<file path="config.mk">
export PLATFORM = sky130hd
export DESIGN_NAME = switch_ingress_arb
export DESIGN_NICKNAME = d
export VERILOG_FILES = /design/src/rtl/switch_ingress_arb.sv
export SDC_FILE = /design/constraint.sdc
export NUM_CORES = 1
export LEC_CHECK = 0
export ABC_AREA = 1
export CORE_MARGIN = 2
export CORE_UTILIZATION = 28
export CTS_CLUSTER_DIAMETER = 60
export CTS_CLUSTER_SIZE = 14
export DETAILED_ROUTE_END_ITERATION = 8
export GPL_ROUTABILITY_DRIVEN = 0
export SLEW_MARGIN = 40
export SYNTH_ARGS = -nofsm -noshare
export SYNTH_HDL_FRONTEND = slang
export SYNTH_SLANG_ARGS = --single-unit
</file>
<file path="constraint.sdc">
create_clock -name clk -period 4.2 [get_ports clk]
set_input_delay 1.26 -clock clk [delete_from_list [all_inputs] [get_ports clk]]
set_output_delay 1.26 -clock clk [all_outputs]
set_load 0.03 [all_outputs]
</file>
<file path="src/rtl/switch_ingress_arb.sv">
// Two-requester ingress stage for the address-split switch.
// Each requester is buffered in its own FIFO; a round-robin arbiter pops at most one
// entry per cycle into a registered valid/addr/data stream that is zeroed when idle.
module switch_ingress_arb #(
    parameter int ADDR_WIDTH = 8,
    parameter int DATA_WIDTH = 16,
    parameter int FIFO_DEPTH = 4,
    parameter int CNT_WIDTH  = $clog2(FIFO_DEPTH + 1)
) (
    input  logic                  clk,
    input  logic                  rst_n,
    input  logic                  in0_valid,
    output logic                  in0_ready,
    input  logic [ADDR_WIDTH-1:0] in0_addr,
    input  logic [DATA_WIDTH-1:0] in0_data,
    input  logic                  in1_valid,
    output logic                  in1_ready,
    input  logic [ADDR_WIDTH-1:0] in1_addr,
    input  logic [DATA_WIDTH-1:0] in1_data,
    input  logic                  out_en,
    output logic                  valid,
    output logic [ADDR_WIDTH-1:0] addr,
    output logic [DATA_WIDTH-1:0] data,
    output logic [CNT_WIDTH-1:0]  fifo0_count,
    output logic [CNT_WIDTH-1:0]  fifo1_count
);

    localparam int PTR_W = $clog2(FIFO_DEPTH);
    localparam int ENT_W = ADDR_WIDTH + DATA_WIDTH;
    localparam logic [CNT_WIDTH-1:0] CNT_FULL = CNT_WIDTH'(FIFO_DEPTH);

    logic [ENT_W-1:0] mem0 [FIFO_DEPTH];
    logic [ENT_W-1:0] mem1 [FIFO_DEPTH];
    logic [PTR_W-1:0] wr_ptr0, rd_ptr0, wr_ptr1, rd_ptr1;
    logic             rr_last;
    logic             push0, push1;
    logic             gnt0, gnt1;

    // Ready comes only from the registered count, so a full FIFO refuses even while popping.
    assign in0_ready = (fifo0_count != CNT_FULL);
    assign in1_ready = (fifo1_count != CNT_FULL);
    assign push0     = in0_valid && in0_ready;
    assign push1     = in1_valid && in1_ready;

    // Round-robin grant from registered occupancy; the lone non-empty FIFO always wins.
    always_comb begin
        gnt0 = 1'b0;
        gnt1 = 1'b0;
        if (out_en) begin
            if ((fifo0_count != '0) && (fifo1_count != '0)) begin
                gnt0 = rr_last;
                gnt1 = !rr_last;
            end else begin
                gnt0 = (fifo0_count != '0);
                gnt1 = (fifo1_count != '0);
            end
        end
    end

    // Entry storage; contents need no reset because counts gate every read.
    always_ff @(posedge clk) begin
        if (push0) mem0[wr_ptr0] <= {in0_addr, in0_data};
        if (push1) mem1[wr_ptr1] <= {in1_addr, in1_data};
    end

    // Pointers and occupancy; power-of-two depth lets the pointers wrap naturally.
    always_ff @(posedge clk) begin
        if (!rst_n) begin
            wr_ptr0     <= '0;
            rd_ptr0     <= '0;
            wr_ptr1     <= '0;
            rd_ptr1     <= '0;
            fifo0_count <= '0;
            fifo1_count <= '0;
        end else begin
            if (push0) wr_ptr0 <= wr_ptr0 + PTR_W'(1);
            if (gnt0)  rd_ptr0 <= rd_ptr0 + PTR_W'(1);
            if (push1) wr_ptr1 <= wr_ptr1 + PTR_W'(1);
            if (gnt1)  rd_ptr1 <= rd_ptr1 + PTR_W'(1);
            case ({push0, gnt0})
                2'b10:   fifo0_count <= fifo0_count + CNT_WIDTH'(1);
                2'b01:   fifo0_count <= fifo0_count - CNT_WIDTH'(1);
                default: fifo0_count <= fifo0_count;
            endcase
            case ({push1, gnt1})
                2'b10:   fifo1_count <= fifo1_count + CNT_WIDTH'(1);
                2'b01:   fifo1_count <= fifo1_count - CNT_WIDTH'(1);
                default: fifo1_count <= fifo1_count;
            endcase
        end
    end

    // Arbiter history; reset to 1 so input 0 wins the first contention.
    always_ff @(posedge clk) begin
        if (!rst_n) begin
            rr_last <= 1'b1;
        end else if (gnt0 || gnt1) begin
            rr_last <= gnt1;
        end
    end

    // Output register: popped entry on a grant, all-zero otherwise.
    always_ff @(posedge clk) begin
        if (!rst_n) begin
            valid <= 1'b0;
            addr  <= '0;
            data  <= '0;
        end else if (gnt0) begin
            valid         <= 1'b1;
            {addr, data}  <= mem0[rd_ptr0];
        end else if (gnt1) begin
            valid         <= 1'b1;
            {addr, data}  <= mem1[rd_ptr1];
        end else begin
            valid <= 1'b0;
            addr  <= '0;
            data  <= '0;
        end
    end

endmodule

</file>
==> flow_summary.yaml, run 1 <==
run_status:
  outcome: "completed"
worst_setup_path:
  path_max_fanout: 4
  crit_path_end_kind: "primary output"
  crit_type: "flop to primary output"
  r2r_end: "fifo0_count[2]"
  reg2reg_from: "fifo1_count[1]"
  required_ns: 2.94
  reg2reg_slack_ns: 1.63
  worstSetupStartpointType: "flop"
  critPathArrivalTime_ns: 1.76
  rr_worst_depth: 12
die:
  ios: 86
  die-area_um2: 35000
  core_um2: 33300
  die_w_um: 187
  initial_core_util_pct: 28.2
  die_h_um: 187
  row_count: 67
run:
  max_cap_violations: 0
grt:
  grt_max_degree: 50
  grt_pass1_wl_um: 32100
  first_global_vias: 5641
  grt_use_total_pct: 11.5
  antenna_found_initial: 2
  gr-total-overflow: 0
worst_hold_path:
  hp-start: "rd_ptr1[1]"
  holdPathStages: 2
  worstHoldPathType: "flop to flop"
yosys:
  synth-compound-area-share_pct: 1.64
  synth_xor_area_share_pct: 0.186
  syn_inst: 846
  synth_top_family_by_area: "simple AND/OR/NAND/NOR gates"
  ys_seq_area_share_pct: 70.7
  synth-simple-area-share_pct: 21.8
  synthesis.area_um2: 9400
  syn-num-nets: 911
  yosysUniqueCellTypes: 25
  yosysWarnings: 0
  synthMuxAreaShare_pct: 0
  synth_seq_cells: 236
  synth-adder-area-share_pct: 1.76
  avgSynthCellArea_um2: 11.1
cts:
  clock-sinks: 236
  htree_levels: 1
  ctsResizeCount: 0
  cts_root_buffer: "clkbuf_16"
  cts_tree: "done"
  ctsHoldBuffers: 0
  worst_setup_hold_path_clk_slew_ns: 0.07
  cts_made_buffers: 20
  clkLatencyLatePin_ns: 0.50
  post-cts-setup-buffers: 0
  clk_path_buf_depth: 3
cells_and_area:
  area_growth_pct: 20.1
  fin_nets: 990
  multi_input_area_um2: 2400
  fillers: 3292
  drive_gt1_share_pct: 6.72
  seq_area_um2: 6650
  final_cells: 1387
place:
  dpl.hpwl_um: 13000
  io_buffers: 85
  placedCellCount: 1351
timing:
  finalCriticalPeriod_ns: 3.02
  finalSetupViolations: 0
  setup_tns_ns: 0
  period_share_pct: 72.0
  slew_headroom_pct: 53.9
  finClkSkew_ns: 0.0126
  hold_violations: 0
  fmax_ghz: 0.331
  tightest_slew_ns: 0.691
  maxSlewViolCount: 0
  rsz0062_at_grt: "no"
detailed_routing:
  vias_per_cell: 4.25
  route.detailed.drc: 0
  dr_total_vias: 5893
  drt.antenna.violating_nets: 0
  wirelength_um: 20400
  drtIter0Drc: 285
  wl_per_cell_um: 14.7
  first_pass_iters: 5
power_and_ir_drop:
  powerDensity_nw_per_um2: 591
  ir_drop_v: 0.000227
  p_leak_uw: 0.00413
-- metal layers --
| layer | vias up | GRT usage [%] | part of all wire (%) |
|---|---|---|---|
| met5 | - | 0 | 0.13 |
| met4 | 4 | 3.21 | 2.0 |
| met3 | 30 | 2.59 | 5.1 |
| met2 | 97 | 19.0 | 47 |
| met1 | 2766 | 15.3 | 46 |
| li1 | 2996 | - | - |
-- cells by family after synthesis --
| family | Yosys count |
|---|---|
| flip-flops | 236 |
| buffers and inverters | 74 |
| AO/OA/AOI/OAI | 28 |
| adder cells (fa/ha/maj) | 12 |
| XOR/XNOR | 2 |
| AND/OR/NAND/NOR | 494 |
-- stage by stage --
step	hold slack, ns	power (uW)	instance area, um^2	util [%]	setup slack (ns)
final	0.502	6670	11300	33.9	1.18
after global routing	0.536	7090	11300	33.9	1.10
after CTS	0.508	6780	11300	33.9	1.15
after detailed placement	0.497	5050	10700	32.1	0.746
after global placement	0.494	5020	10700	32.1	0.750
after floorplan	0.465	4410	9400	-	1.23
-- worst max-delay path: stages, from the launching register on --
cell and delay, ns:
dfxtp_1 0.45, nor2_4 0.07, nand2_1 0.08, clkdlybuf4s50_1 0.67
-- layout by cell type, fill, tap and decap left out --
cell / count
nand2_4: 1
nand3_1: 122
a21oi_4: 1
clkbuf_8: 1
dfxtp_1: 44
edfxtp_1: 192
clkdlybuf4s50_1: 85
nor2_2: 15
ha_1: 10
clkinv_2: 2
clkbuf_1: 13
inv_2: 2
clkinv_4: 1
or2_2: 2
o211ai_1: 1
nor2_1: 76
xor2_1: 2
clkbuf_16: 21
nand2_2: 1
a21oi_1: 16
fa_1: 2
diode_2: 1
buf_4: 15
nand2_1: 276
inv_1: 26
nor2_4: 1
o21ai_0: 10
-- state kept, by name (all words and copies together), names as in the netlist, named ones only --
signal and flops:
fifo0_count 3, fifo1_count 3, mem0 96, wr_ptr1 2, rd_ptr0 2, wr_ptr0 2
valid 1, rr_last 1, mem1 96, rd_ptr1 2, data 16, addr 8
-- synthesized netlist by cell type --
cell,number,area (um^2)
xor2_1,2,17.5
inv_1,28,105
buf_2,18,90.1
clkbuf_1,7,26.3
o21ai_0,10,50.1
nand2_4,1,11.3
nor2_4,1,11.3
buf_1,5,18.8
ha_1,10,125
dfxtp_1,44,881
edfxtp_1,192,5770
nand3_1,122,611
buf_6,4,45.0
fa_1,2,40.0
nor2_2,7,43.8
inv_2,2,7.51
a21oi_4,1,16.3
o211ai_1,1,7.51
clkinv_4,1,8.76
buf_4,9,67.6
nand2_1,276,1040
a21oi_1,16,80.1
or2_2,2,12.5
nor2_1,84,315
nand2_2,1,6.26
-- final cells by class --
cell class | count | area share, %
sequential | 236 | 58.9
clock buffer | 35 | 5.21
tap | 448 | 4.97
antenna | 1 | 0.0222
inverter | 31 | 1.10
multi-input combinational | 536 | 21.3
timing repair buffer | 100 | 8.53
-- report_power, final --
| group | internal, uW | leakage, uW | switching (uW) |
|---|---|---|---|
| clock | 946 | 0.000281 | 767 |
| sequential | 2850 | 0.00212 | 114 |
| combinational | 653 | 0.00172 | 1350 |
-- how the worst max path moves through the flow --
stage | to | startpoint | slack (ns)
CTS | in0_ready | fifo0_count[1] | 1.15
floorplan | fifo0_count[2] | out_en | 1.23
detailed placement | fifo0_count[2] | out_en | 0.75
global route | in0_ready | fifo0_count[1] | 1.10
finish | in0_ready | fifo0_count[1] | 1.18
global placement | fifo0_count[2] | out_en | 0.75
Note: power is estimated with default switching activity, not from simulation.
==> run 2, diff against run 1 <==
==> constraint.sdc (replaced) <==
create_clock -name clk -period 3.17 [get_ports clk]
set_input_delay 0.951 -clock clk [delete_from_list [all_inputs] [get_ports clk]]
set_output_delay 0.951 -clock clk [all_outputs]
set_load 0.03 [all_outputs]
==> run 2 against run 1 <==
Clock skew fell by 0.0044 ns. Via count increased by 0.59%. Flip-flop and latch count is the same. Power grew 33%. Highest routed layer is now met4. Sequential power increased by 33%. Worst setup slack worse by 0.70 ns. Count of clock-buffer cells in the layout is 1 higher. First-iteration DRC count up 29%. Critical path depth stayed put. Global-route usage rose by 0.17 points. Clock power is 33% higher.
==> flow_summary.yaml, run 2 (synthesized netlist as in run 1, its figures left out) <==
die:
  row_count: 67
  ios: 86
  die_h_um: 187
  core_um2: 33300
  initial_core_util_pct: 28.2
  die_w_um: 187
  die-area_um2: 35000
timing:
  hold_slack_ns: 0.498
  slew_headroom_pct: 52.2
  finalSetupViolations: 0
  finClkSkew_ns: 0.00823
  period_share_pct: 84.9
  fmax_ghz: 0.372
  hold_violations: 0
  maxSlewViolCount: 0
  finalCriticalPeriod_ns: 2.69
  setup_tns_ns: 0
  tightest_slew_ns: 0.717
  rsz0062_at_grt: "no"
cells_and_area:
  top_regs: "mem0 (96), mem1 (96), data (16)"
  fin_nets: 998
  final_core_util_pct: 34.1
  fillers: 3302
  layout_commonest_cell: "nand2_1"
  drive_gt1_share_pct: 7.29
  layout_common_cells: "276 x nand2_1, 192 x edfxtp_1, 122 x nand3_1"
  area_growth_pct: 20.8
worst_setup_path:
  path_max_fanout: 4
  required_ns: 2.22
  crit_path_end_kind: "primary output"
  critPathArrivalTime_ns: 1.74
  worstSetupStartpointType: "flop"
  crit_type: "flop to primary output"
grt:
  gr-total-overflow: 0
  grt_max_degree: 49
  grt_use_total_pct: 11.7
  grt_pass1_wl_um: 32600
  antenna_found_initial: 0
  first_global_vias: 5837
cts:
  htree_levels: 1
  cts_root_buffer: "clkbuf_16"
  ctsResizeCount: 0
  clock-sinks: 236
  post-cts-setup-buffers: 0
  worst_setup_hold_path_clk_slew_ns: 0.07
  cts_tree: "done"
  cts_made_buffers: 20
  clk_path_buf_depth: 3
  ctsHoldBuffers: 0
  clkLatencyLatePin_ns: 0.49
power_and_ir_drop:
  ir_drop_v: 0.000286
  powerDensity_nw_per_um2: 783
  p_leak_uw: 0.00417
worst_hold_path:
  worstHoldPathType: "flop to flop"
run_status:
  outcome: "completed"
detailed_routing:
  route.detailed.drc: 0
  dr_total_vias: 5928
  vias_per_cell: 4.25
  drt.antenna.violating_nets: 0
  drtIter0Drc: 369
  wirelength_um: 20600
  first_pass_iters: 7
  wl_per_cell_um: 14.7
run:
  max_cap_violations: 0
place:
  io_buffers: 85
  dpl.hpwl_um: 13400
run 2: cell count changes in the layout (fill, tap and decap cells not counted):
cell      change
buf_4         +8
inv_1         +2
inv_2         -2
clkbuf_1      +1
run 2: routing by layer:
layer	up-vias	global-route usage, %	share of wire [%]
li1	3009	-	-
met1	2798	15.4	45
met3	24	2.74	5.8
met2	97	19.8	48
met4	0	2.38	1.3
met5	-	0	0
run 2: through the flow:
| stage | instances | instance area [um^2] | setup WS, ns | power, uW |
|---|---|---|---|---|
| final | 1396 | 11400 | 0.479 | 8890 |
| after global routing | 1395 | 11300 | 0.392 | 9490 |
| after CTS | 1395 | 11300 | 0.456 | 9010 |
| after detailed placement | 1359 | 10800 | 0.124 | 6720 |
| after global placement | 1359 | 10800 | 0.122 | 6680 |
| after floorplan | 846 | 9400 | 0.512 | 5840 |
run 2: final timing paths:
| check | end | slack [ns] | cells after the start | from |
|---|---|---|---|---|
| hold / removal | rd_ptr1[1] | 0.50 | 2 | rd_ptr1[1] |
| hold reg to reg | rd_ptr1[1] | 0.50 | 2 | rd_ptr1[1] |
| setup / recovery | in0_ready | 0.48 | 3 | fifo0_count[1] |
| setup reg to reg | fifo1_count[2] | 1.11 | 11 | fifo1_count[2] |
run 2: layout make-up:
cell class                      instances  area, um^2  share of cell area (%)
Antenna cell                            1        2.50                  0.0220
Clock buffer                           36         592                    5.21
Inverter                               31         124                    1.09
Multi-Input combinational cell        536        2400                    21.2
Sequential cell                       236        6650                    58.5
Tap cell                              448         561                    4.94
Timing Repair Buffer                  108        1020                    9.02
run 2: critical path: stages (launching register included):
cell	delay (ns)
dfxtp_1	0.44
nor2_4	0.07
nand2_1	0.08
clkdlybuf4s50_1	0.67
run 2: where the power goes:
group          total [uW]  internal (uW)  switching [uW]
clock network        2280           1260            1020
logic                2680            890            1790
registers            3930           3770             163
total                8890           5920            2970
